**src/rtl/pattern_pkg.sv**
```systemverilog
`default_nettype none
// ============================================================================
// Module      : pattern_pkg
// Description : Shared definitions for the pattern-generator bank: tile mode
//               and scroll direction encodings, plus the default colours that
//               the scrolling generators come out of reset with.
// Revision    : 1.0 - initial release
// ============================================================================
package pattern_pkg;

    typedef enum logic [1:0] {
        MODE_CHECKER = 2'd0,
        MODE_VSTRIPE = 2'd1,
        MODE_HSTRIPE = 2'd2,
        MODE_DIAG    = 2'd3
    } mode_e;

    typedef enum logic [1:0] {
        DIR_POS_X = 2'd0,
        DIR_NEG_X = 2'd1,
        DIR_POS_Y = 2'd2,
        DIR_DIAG  = 2'd3
    } dir_e;

    localparam logic [5:0] DEFAULT_FG = 6'b100100;
    localparam logic [5:0] DEFAULT_BG = 6'b000000;

endpackage : pattern_pkg
`default_nettype wire

```
**src/rtl/fixed_step_accum.sv**
```systemverilog
`default_nettype none
// ============================================================================
// Module      : fixed_step_accum
// Description : Fixed-point subpixel step accumulator. Holds the fractional
//               remainder and, for the current step_size, presents the whole
//               pixel advance that an update strobe commits.
// Ports       : clk, rst_n       - clock, async active-low reset
//               update_i         - commit strobe (frac advances this clk)
//               step_size_i      - unsigned {int, frac} px/frame
//               adv_o            - whole-pixel advance for this update
// Revision    : 1.0 - initial release
// ============================================================================
module fixed_step_accum #(
    parameter int FRAC_W = 2,
    parameter int STEP_W = 3
) (
    input  logic                     clk,
    input  logic                     rst_n,
    input  logic                     update_i,
    input  logic [STEP_W-1:0]        step_size_i,
    output logic [STEP_W-FRAC_W:0]   adv_o
);

    localparam int INT_W = STEP_W - FRAC_W;

    logic [FRAC_W-1:0] frac_q;
    logic [FRAC_W-1:0] frac_d;
    logic [FRAC_W:0]   fsum;

    always_comb begin
        fsum   = {1'b0, frac_q} + {1'b0, step_size_i[FRAC_W-1:0]};
        // Integer part plus the carry out of the fractional sum.
        adv_o  = {1'b0, step_size_i[STEP_W-1:FRAC_W]} + {{INT_W{1'b0}}, fsum[FRAC_W]};
        frac_d = update_i ? fsum[FRAC_W-1:0] : frac_q;
    end

    always_ff @(posedge clk or negedge rst_n) begin
        if (!rst_n) begin
            frac_q <= '0;
        end else begin
            frac_q <= frac_d;
        end
    end

endmodule : fixed_step_accum
`default_nettype wire

```
**src/rtl/scroll_tile_gen.sv**
```systemverilog
`default_nettype none
// ============================================================================
// Module      : scroll_tile_gen
// Description : Scrolling tile pattern generator. Tiles of 2**TILE_LOG2 px are
//               offset by a fixed-point per-frame step in one of four
//               directions; mode/direction/colours are shadowed at the frame
//               boundary so a frame never tears.
// Ports       : clk, rst_n          - pixel clock, async active-low reset
//               pattern_enable     - generator selected (else rgb=0, hold)
//               x, y, active       - pixel coordinate and visible flag
//               next_frame         - frame pulse: offsets/config update point
//               step_size, pause   - scroll speed {int,frac}, scroll freeze
//               mode_in, dir_in    - tile mode and scroll direction
//               fg_in, bg_in       - tile-set / tile-clear colours
//               rgb                - registered pixel colour (1 clk latency)
//               wrap               - one-clk pulse when an offset wrapped
// Revision    : 1.0 - initial release
// ============================================================================
module scroll_tile_gen
    import pattern_pkg::*;
#(
    parameter int COORD_W   = 10,
    parameter int TILE_LOG2 = 5,
    parameter int FRAC_W    = 2,
    parameter int STEP_W    = 3,
    parameter int COLOR_W   = 6
) (
    input  logic               clk,
    input  logic               rst_n,
    input  logic               pattern_enable,
    input  logic [COORD_W-1:0] x,
    input  logic [COORD_W-1:0] y,
    input  logic               active,
    input  logic               next_frame,
    input  logic [STEP_W-1:0]  step_size,
    input  logic               pause,
    input  logic [1:0]         mode_in,
    input  logic [1:0]         dir_in,
    input  logic [COLOR_W-1:0] fg_in,
    input  logic [COLOR_W-1:0] bg_in,
    output logic [COLOR_W-1:0] rgb,
    output logic               wrap
);

    localparam int ADV_W = STEP_W - FRAC_W + 1;

    // Offsets and wrap flag
    logic [COORD_W-1:0] off_x_q, off_x_d;
    logic [COORD_W-1:0] off_y_q, off_y_d;
    logic               wrap_q,  wrap_d;
    // Frame-boundary config shadows
    mode_e              mode_q,  mode_d;
    dir_e               dir_q,   dir_d;
    logic [COLOR_W-1:0] fg_q,    fg_d;
    logic [COLOR_W-1:0] bg_q,    bg_d;
    // Pixel output
    logic [COLOR_W-1:0] rgb_q,   rgb_d;

    logic               frame_upd;
    logic               advance;
    logic [ADV_W-1:0]   adv;
    logic [COORD_W:0]   adv_ext;
    logic [COORD_W:0]   x_inc, x_dec, y_inc;
    logic [COORD_W-1:0] sx, sy, sd;
    logic               sel;

    assign frame_upd = pattern_enable && next_frame;
    assign advance   = frame_upd && !pause;

    fixed_step_accum #(
        .FRAC_W (FRAC_W),
        .STEP_W (STEP_W)
    ) u_accum (
        .clk         (clk),
        .rst_n       (rst_n),
        .update_i    (advance),
        .step_size_i (step_size),
        .adv_o       (adv)
    );

    // One extra MSB captures the add carry / subtract borrow used for wrap.
    assign adv_ext = (COORD_W+1)'(adv);
    assign x_inc   = {1'b0, off_x_q} + adv_ext;
    assign x_dec   = {1'b0, off_x_q} - adv_ext;
    assign y_inc   = {1'b0, off_y_q} + adv_ext;

    // Offset advance uses dir_q, i.e. the direction held before this edge.
    always_comb begin
        off_x_d = off_x_q;
        off_y_d = off_y_q;
        wrap_d  = 1'b0;
        if (advance) begin
            case (dir_q)
                DIR_POS_X: begin
                    off_x_d = x_inc[COORD_W-1:0];
                    wrap_d  = x_inc[COORD_W];
                end
                DIR_NEG_X: begin
                    off_x_d = x_dec[COORD_W-1:0];
                    wrap_d  = x_dec[COORD_W];
                end
                DIR_POS_Y: begin
                    off_y_d = y_inc[COORD_W-1:0];
                    wrap_d  = y_inc[COORD_W];
                end
                default: begin
                    off_x_d = x_inc[COORD_W-1:0];
                    off_y_d = y_inc[COORD_W-1:0];
                    wrap_d  = x_inc[COORD_W] | y_inc[COORD_W];
                end
            endcase
        end
    end

    always_comb begin
        mode_d = mode_q;
        dir_d  = dir_q;
        fg_d   = fg_q;
        bg_d   = bg_q;
        if (frame_upd) begin
            mode_d = mode_e'(mode_in);
            dir_d  = dir_e'(dir_in);
            fg_d   = fg_in;
            bg_d   = bg_in;
        end
    end

    // Pixel path: scrolled coordinate, tile select bit, colour.
    always_comb begin
        sx  = x + off_x_q;
        sy  = y + off_y_q;
        sd  = sx + sy;
        sel = 1'b0;
        case (mode_q)
            MODE_CHECKER: sel = sx[TILE_LOG2] ^ sy[TILE_LOG2];
            MODE_VSTRIPE: sel = sx[TILE_LOG2];
            MODE_HSTRIPE: sel = sy[TILE_LOG2];
            default:      sel = sd[TILE_LOG2];
        endcase
        rgb_d = '0;
        if (pattern_enable && active) begin
            rgb_d = sel ? fg_q : bg_q;
        end
    end

    always_ff @(posedge clk or negedge rst_n) begin
        if (!rst_n) begin
            off_x_q <= '0;
            off_y_q <= '0;
            wrap_q  <= 1'b0;
            mode_q  <= MODE_CHECKER;
            dir_q   <= DIR_POS_X;
            fg_q    <= COLOR_W'(DEFAULT_FG);
            bg_q    <= COLOR_W'(DEFAULT_BG);
            rgb_q   <= '0;
        end else begin
            off_x_q <= off_x_d;
            off_y_q <= off_y_d;
            wrap_q  <= wrap_d;
            mode_q  <= mode_d;
            dir_q   <= dir_d;
            fg_q    <= fg_d;
            bg_q    <= bg_d;
            rgb_q   <= rgb_d;
        end
    end

    assign rgb  = rgb_q;
    assign wrap = wrap_q;

endmodule : scroll_tile_gen
`default_nettype wire
```
**config.mk**
```make
export PLATFORM = sky130hd
export DESIGN_NAME = scroll_tile_gen
export DESIGN_NICKNAME = d
export VERILOG_FILES = /design/src/rtl/pattern_pkg.sv /design/src/rtl/fixed_step_accum.sv /design/src/rtl/scroll_tile_gen.sv
export SDC_FILE = /design/constraint.sdc
export NUM_CORES = 1
export LEC_CHECK = 0
export ABC_AREA = 0
export BUFFER_PORTS_ARGS = -buffer_cell sky130_fd_sc_hd__buf_2
export CORE_UTILIZATION = 48
export DETAILED_ROUTE_END_ITERATION = 10
export PLACE_DENSITY_LB_ADDON = 0.08
export SYNTH_ARGS = -nofsm -noshare
export SYNTH_HDL_FRONTEND = slang
export SYNTH_SLANG_ARGS = --single-unit
```
**constraint.sdc**
```tcl
create_clock -name clk -period 3 [get_ports clk]
set_clock_uncertainty 0.05 [all_clocks]
set_input_delay 0.45 -clock clk [delete_from_list [all_inputs] [get_ports clk]]
set_output_delay 0.45 -clock clk [all_outputs]
set_load 0.1 [all_outputs]
```
**Word-level counts from Yosys, hierarchy flattened**

Cells that the tools add are included.

- Register bits after elaboration: 45
- Input port bits: 45
- Word-level logic and storage cells: 40

- Add/sub/neg operators: 8
- Equality and inequality tests: 4
- Mux-type cells: 6
- Bitwise logic cells: 4
- Reductions and logical operators: 9

Operators with widths:

| cell | number |
|---|---|
| $add A10 B2 Y11 | 2 |
| $pmux W10 S2 | 1 |
| $add A6 B6 Y6 | 3 |
| $mux W6 | 2 |
| $sub A10 B2 Y11 | 1 |
| $pmux W1 S3 | 2 |
| $eq A2 B1 Y1 const B | 2 |
| $eq A2 B2 Y1 const B | 2 |
| $logic_not A2 Y1 | 2 |
| $reduce_and A2 Y1 | 2 |
| $add A2 B2 Y3 | 1 |
| $logic_and A1 B1 Y1 | 3 |
| $add A1 B1 Y2 | 1 |
| $not A1 Y1 | 2 |
| $reduce_or A2 Y1 | 1 |
| $logic_not A1 Y1 | 1 |
| $mux W1 | 1 |
| $or A1 B1 Y1 | 1 |
| $xor A1 B1 Y1 | 1 |

**Longest topological paths before layout**

- Depth after elaboration: 6
- Depth in mapped cells: 13
- Depth with buffers taken out: 13

**Cells and area by module**

From an unflattened synthesis, not the netlist that was laid out.

- Cell total of the unflattened synthesis: 257
- Area total of the unflattened synthesis: 2721.4 sq um

Modules (own cells, without submodules):

| module | times used | cells an instance | area each (sq um) | sequential area each (sq um) |
|---|---|---|---|---|
| scroll_tile_gen | 1 | 246 | 2586.2 | 1078.5 |
| fixed_step_accum | 1 | 11 | 135.1 | 50.0 |

**Worst setup path before layout**

OpenSTA, ideal clock, no wires.

- Path kind: input -> register
- Start: in step_size[0]
- End: reg off_x_q[8]
- Data arrival time: 2978 ps
- Setup slack: -107 ps
- Stages on the path: 11
- Cells stage by stage: ha_1 fa_1 ha_1 ha_1 inv_1 fa_1 or3_1 or3_1 a21oi_1 a21boi_1 xor2_1

- Cells in the longest elaborated chain, start to end: 4

RTL lines:

| item | RTL line | RTL |
|---|---|---|
| start: declaration | scroll_tile_gen.sv:35 | `input logic [STEP_W-1:0] step_size,` |
| $add A2 B2 Y3 * | fixed_step_accum.sv:31 | `fsum = {1'b0, frac_q} + {1'b0, step_size_i[FRAC_W-1:0]};` |
| $add A1 B1 Y2 * | fixed_step_accum.sv:33 | `adv_o = {1'b0, step_size_i[STEP_W-1:FRAC_W]} + {{INT_W{1'b0}}, fsum[FRAC_W]};` |
| $add A10 B2 Y11 / $sub A10 B2 Y11 (equally long branches) | scroll_tile_gen.sv:83, scroll_tile_gen.sv:84 |  |
| $pmux W10 S2 * | scroll_tile_gen.sv:93 | `case (dir_q)` |
| end signal: assignment | scroll_tile_gen.sv:148 | `off_x_q <= '0;` |
| end signal: assignment | scroll_tile_gen.sv:157 | `off_x_q <= off_x_d;` |
| end: declaration | scroll_tile_gen.sv:48 | `logic [COORD_W-1:0] off_x_q, off_x_d;` |

Mark *: on every way between the ends. The rest lies on a longest branch, timed or not.
A chain may end at the register's enable or synchronous reset.

**Final worst setup path**

- Start: reg off_x_q[0]
- End: reg rgb_q[2], in the netlist rgb[2]

- Cells in the longest elaborated chain, start to end: 5

RTL lines:

| item | RTL line | RTL |
|---|---|---|
| $add A6 B6 Y6 * | scroll_tile_gen.sv:130 | `sx = x + off_x_q;` |
| $add A6 B6 Y6 / $xor A1 B1 Y1 (equally long branches) | scroll_tile_gen.sv:132, scroll_tile_gen.sv:135 |  |
| $pmux W1 S3 * | scroll_tile_gen.sv:134 | `case (mode_q)` |
| $mux W6 * | scroll_tile_gen.sv:142 | `rgb_d = sel ? fg_q : bg_q;` |
| $mux W6 * | scroll_tile_gen.sv:141 | `if (pattern_enable && active) begin` |
| via rgb_d[2] | scroll_tile_gen.sv:57 | `logic [COLOR_W-1:0] rgb_q, rgb_d;` |
| end signal: assignment | scroll_tile_gen.sv:164 | `rgb_q <= rgb_d;` |
| end: declaration | scroll_tile_gen.sv:57 |  |

The timed path passes the listed nets; every way through them passes the cells marked *.

==> metrics.log <==
INFO  metric outcome = finished clean
INFO  metric ir_drop = 0.493 mV
INFO  metric io-pin-count = 52
INFO  metric total_power = 3.28 mW
INFO  metric number_of_vias_per_cell = 5.23
INFO  metric max_cap_violation_count = 0
INFO  metric synth.yosys.seq_area_share = 40.0%
INFO  metric ys_async_rst_share = 100%
INFO  metric min-delay-path-class = primary input to asynchronous set/reset pin
INFO  metric path_class = register to register
INFO  metric crit_path_start_kind = register
INFO  metric dp_worst_setup_slack = -0.347 ns
INFO  metric power.density_cell_area = 925 nW/um^2
INFO  metric timing.final.setup_violations = 0
INFO  metric slew_viol_final = 0
INFO  metric crit_top_cell = sky130_fd_sc_hd__buf_4
INFO  metric post_synth_main_area_contributors = sky130_fd_sc_hd__dfrtp_1 38%, sky130_fd_sc_hd__ha_1 9.7%, sky130_fd_sc_hd__mux2_2 8.0%
INFO  metric timing.critical_path.cells = ha_2, fa_2, a21o_1, a21oi_2, xnor2_1, ha_1, nand2_1, o21ai_2, buf_4, o21ai_4, a311oi_2, buf_4, nand3_1, a21oi_1
INFO  metric area_growth = 25.7%
INFO  metric number_of_register_bits_inferred_by_synthesis = 45
INFO  metric synthesized_area_per_cell = 11.0 sq um
INFO  metric synth_ff_type = sky130_fd_sc_hd__dfrtp_1
INFO  metric hold_viol = 0
INFO  metric area_leader_netlist = sky130_fd_sc_hd__dfrtp_1
INFO  metric netlist_area = 2820 sq um
INFO  metric grt_start_max_net_pins = 46
INFO  metric dp_hpwl = 4.31 mm
INFO  metric tritoncts = built
INFO  metric min_period = 2.99 ns
INFO  metric cts.sink_count = 45
INFO  metric timing.final.crit_share = 99.6%
INFO  metric endpoint_kind = register
INFO  metric die_h = 78.7 um
INFO  metric cp_max_fo = 6
INFO  metric drt-pass1-iter-count = 4
INFO  metric detailroute.via_count = 2113
INFO  metric finalHoldWorstSlack = 0.262 ns
INFO  metric design.core.area = 5570 sq um
INFO  metric cts-hold-fix-buffers = 0
INFO  metric num-nets-final = 404
INFO  metric yosys.cell_types.count = 46
INFO  metric syn-num-nets = 330
INFO  metric first_global_vias = 2157
INFO  metric worst_slew_margin_rel = 34.4%
INFO  metric drtIter0Drc = 61
INFO  metric route.detailed.drc = 0
INFO  metric grt_setup_unrepaired = true
INFO  metric dieArea = 6190 sq um
INFO  metric ys_warn_count = 0
INFO  metric grt_antenna_before_repair = 0
INFO  metric clockBufferDepth = 2
INFO  metric global_placer_s_final_weighted_congestion = 0.833
INFO  metric synth-edff-count = 0
INFO  metric nFillCells = 496
INFO  metric worst-endpoint-required = 3.18 ns
INFO  metric cellLeakagePower = 1.67 nW
INFO  metric buffer_ports.inserted = 43
INFO  metric avgRoutedWirePerCell = 13.8 um
INFO  metric starting_utilization_of_the_core_area = 50.7%
INFO  metric max_freq = 335 MHz
INFO  metric critical-path-top-delay-family = compound AO/OA/AOI/OAI gates
INFO  metric tritoncts.num_buffers = 5
INFO  metric h_tree_depth = 2
INFO  metric total_overflow_reported_by_the_global_router = 0
INFO  metric clk_pin_slew = 0.08 ns
INFO  metric grt_pass1_wl = 9.87 mm
INFO  metric clk_root_buffer_cell = sky130_fd_sc_hd__clkbuf_8
INFO  metric cell_count_after_synthesis = 257
INFO  metric antenna_violating_nets_post_route = 0
INFO  metric antenna_cells_inserted = 0
INFO  metric die_w = 78.7 um
INFO  metric routed_wirelength = 5.59 mm
INFO  metric drive_gt1_share = 43.1%
INFO  metric synth_top_area_share = 38.1%
INFO  metric data_arrival_time_at_the_worst_slack_endpoint = 3.16 ns
INFO  metric global_route.usage.met3 = 3.56%
INFO  metric grt_util_met1 = 29.5%
INFO  metric clkLatencyLatePin = 0.30 ns
INFO  metric tightestPinTransition = 0.985 ns
INFO  metric grt-busiest-layer = met2
INFO  metric core_rows = 27
INFO  metric final_critical_path_setup_slack = 0.0128 ns
INFO  metric worst-path-buf-inv = 2
INFO  metric grt_usage = 20.8%
INFO  metric crit_path_top_delay_cell = sky130_fd_sc_hd__dfrtp_1
INFO  metric global_route.usage.met2 = 32.0%
INFO  metric crit_path_max_incr_delay = 0.39 ns
-- metrics by stage --
step | instances | area, sq um | TNS [ns] | utilization [%]
finish | 404 | 3550 | 0 | 63.7
floorplan | 257 | 2840 | -0.0143 | -
global route | 404 | 3550 | -0.788 | 63.7
CTS | 403 | 3490 | -0.0113 | 62.6
detailed placement | 391 | 3310 | -2.54 | 59.4
global placement | 391 | 3310 | -2.27 | 59.4
-- cell type report --
class | instances | area [sq um] | share of cell area [%]
clock buffers | 7 | 86.3 | 2.43
clock inverters | 1 | 30.0 | 0.846
inverters | 9 | 33.8 | 0.952
multi-input cells | 198 | 1750 | 49.2
flip-flops and latches | 45 | 1130 | 31.8
well taps | 72 | 90.1 | 2.54
repair buffers | 72 | 433 | 12.2
-- logic make-up after synthesis --
group	share of synthesized area (%)
fa+ha+maj	14.0
compound gates	13.7
xor+xnor	10.1
buf+inv	1.86
simple gates	12.0
flops	40.0
mux	8.33
-- what timing repair did --
item                       CTS  global route
resized for setup           11            12
setup buffers                4             1
setup endpoints to repair    8             9
pin swaps                    8            13
-- sequential cells by signal, indices dropped and copies added, names as in the netlist --
| register | count |
|---|---|
| off_x_q | 10 |
| off_y_q | 10 |
| bg_q | 6 |
| fg_q | 6 |
| rgb | 6 |
| dir_q | 2 |
| mode_q | 2 |
| u_accum.frac_q | 2 |
| wrap | 1 |
-- power breakdown --
| part | internal (mW) | total (mW) | switching [mW] |
|---|---|---|---|
| registers | 0.762 | 0.893 | 0.130 |
| clock network | 0.272 | 0.475 | 0.203 |
| logic | 0.878 | 1.91 | 1.04 |
-- path summary, 6_finish.rpt --
path / startpoint / cells after the start / slack (ns) / to
worst max-delay path: off_x_q[0] / 14 / 0.01 / rgb[2]
worst min-delay path: rst_n / 1 / 0.26 / off_x_q[3]
worst max register to register: off_x_q[0] / 14 / 0.01 / rgb[2]
worst min register to register: off_y_q[6] / 1 / 0.42 / off_y_q[6]
max in group asynchronous: rst_n / 1 / 2.03 / off_y_q[4]
min in group clk: pause / 2 / 0.31 / wrap
-- metal layers --
metal  wire (um)  up-vias
li1            -     1062
met1        2770     1000
met2        2550       42
met3         181        9
met4          96        0
met5           0        -
-- cell usage in the layout, fill, tap and decap left out, types with 4 or more instances in the layout --
cell	Yosys	layout
sky130_fd_sc_hd__nand2_1	13	13
sky130_fd_sc_hd__inv_1	9	8
sky130_fd_sc_hd__o21ai_0	4	4
sky130_fd_sc_hd__dfrtp_1	43	43
sky130_fd_sc_hd__ha_1	22	17
sky130_fd_sc_hd__nor3_1	4	4
sky130_fd_sc_hd__nor2_1	17	16
sky130_fd_sc_hd__a21o_1	4	4
sky130_fd_sc_hd__xnor2_1	12	11
sky130_fd_sc_hd__or3_1	6	4
sky130_fd_sc_hd__xor2_1	10	10
sky130_fd_sc_hd__a21oi_1	19	15
sky130_fd_sc_hd__o21ai_1	11	9
sky130_fd_sc_hd__mux2_2	20	20
sky130_fd_sc_hd__buf_4	0	29
sky130_fd_sc_hd__a21oi_2	1	5
sky130_fd_sc_hd__nand3_1	11	11
sky130_fd_sc_hd__fa_2	0	5
sky130_fd_sc_hd__clkbuf_8	0	6
sky130_fd_sc_hd__buf_2	0	43
-- cell usage after synthesis, types with 2 or more instances --
master,number
sky130_fd_sc_hd__dfrtp_1,43
sky130_fd_sc_hd__ha_1,22
sky130_fd_sc_hd__mux2_2,20
sky130_fd_sc_hd__a21oi_1,19
sky130_fd_sc_hd__nor2_1,17
sky130_fd_sc_hd__nand2_1,13
sky130_fd_sc_hd__xnor2_1,12
sky130_fd_sc_hd__nand3_1,11
sky130_fd_sc_hd__o21ai_1,11
sky130_fd_sc_hd__xor2_1,10
sky130_fd_sc_hd__inv_1,9
sky130_fd_sc_hd__fa_1,6
sky130_fd_sc_hd__or3_1,6
sky130_fd_sc_hd__clkbuf_1,5
sky130_fd_sc_hd__a21o_1,4
sky130_fd_sc_hd__nor3_1,4
sky130_fd_sc_hd__o21ai_0,4
sky130_fd_sc_hd__and3_1,3
sky130_fd_sc_hd__nand4_1,3
sky130_fd_sc_hd__nor2b_1,3
sky130_fd_sc_hd__xor2_2,3
sky130_fd_sc_hd__a211oi_2,2
sky130_fd_sc_hd__dfstp_2,2
sky130_fd_sc_hd__o21ai_2,2
sky130_fd_sc_hd__o21bai_2,2
Note: power is estimated with default switching activity, not from simulation.
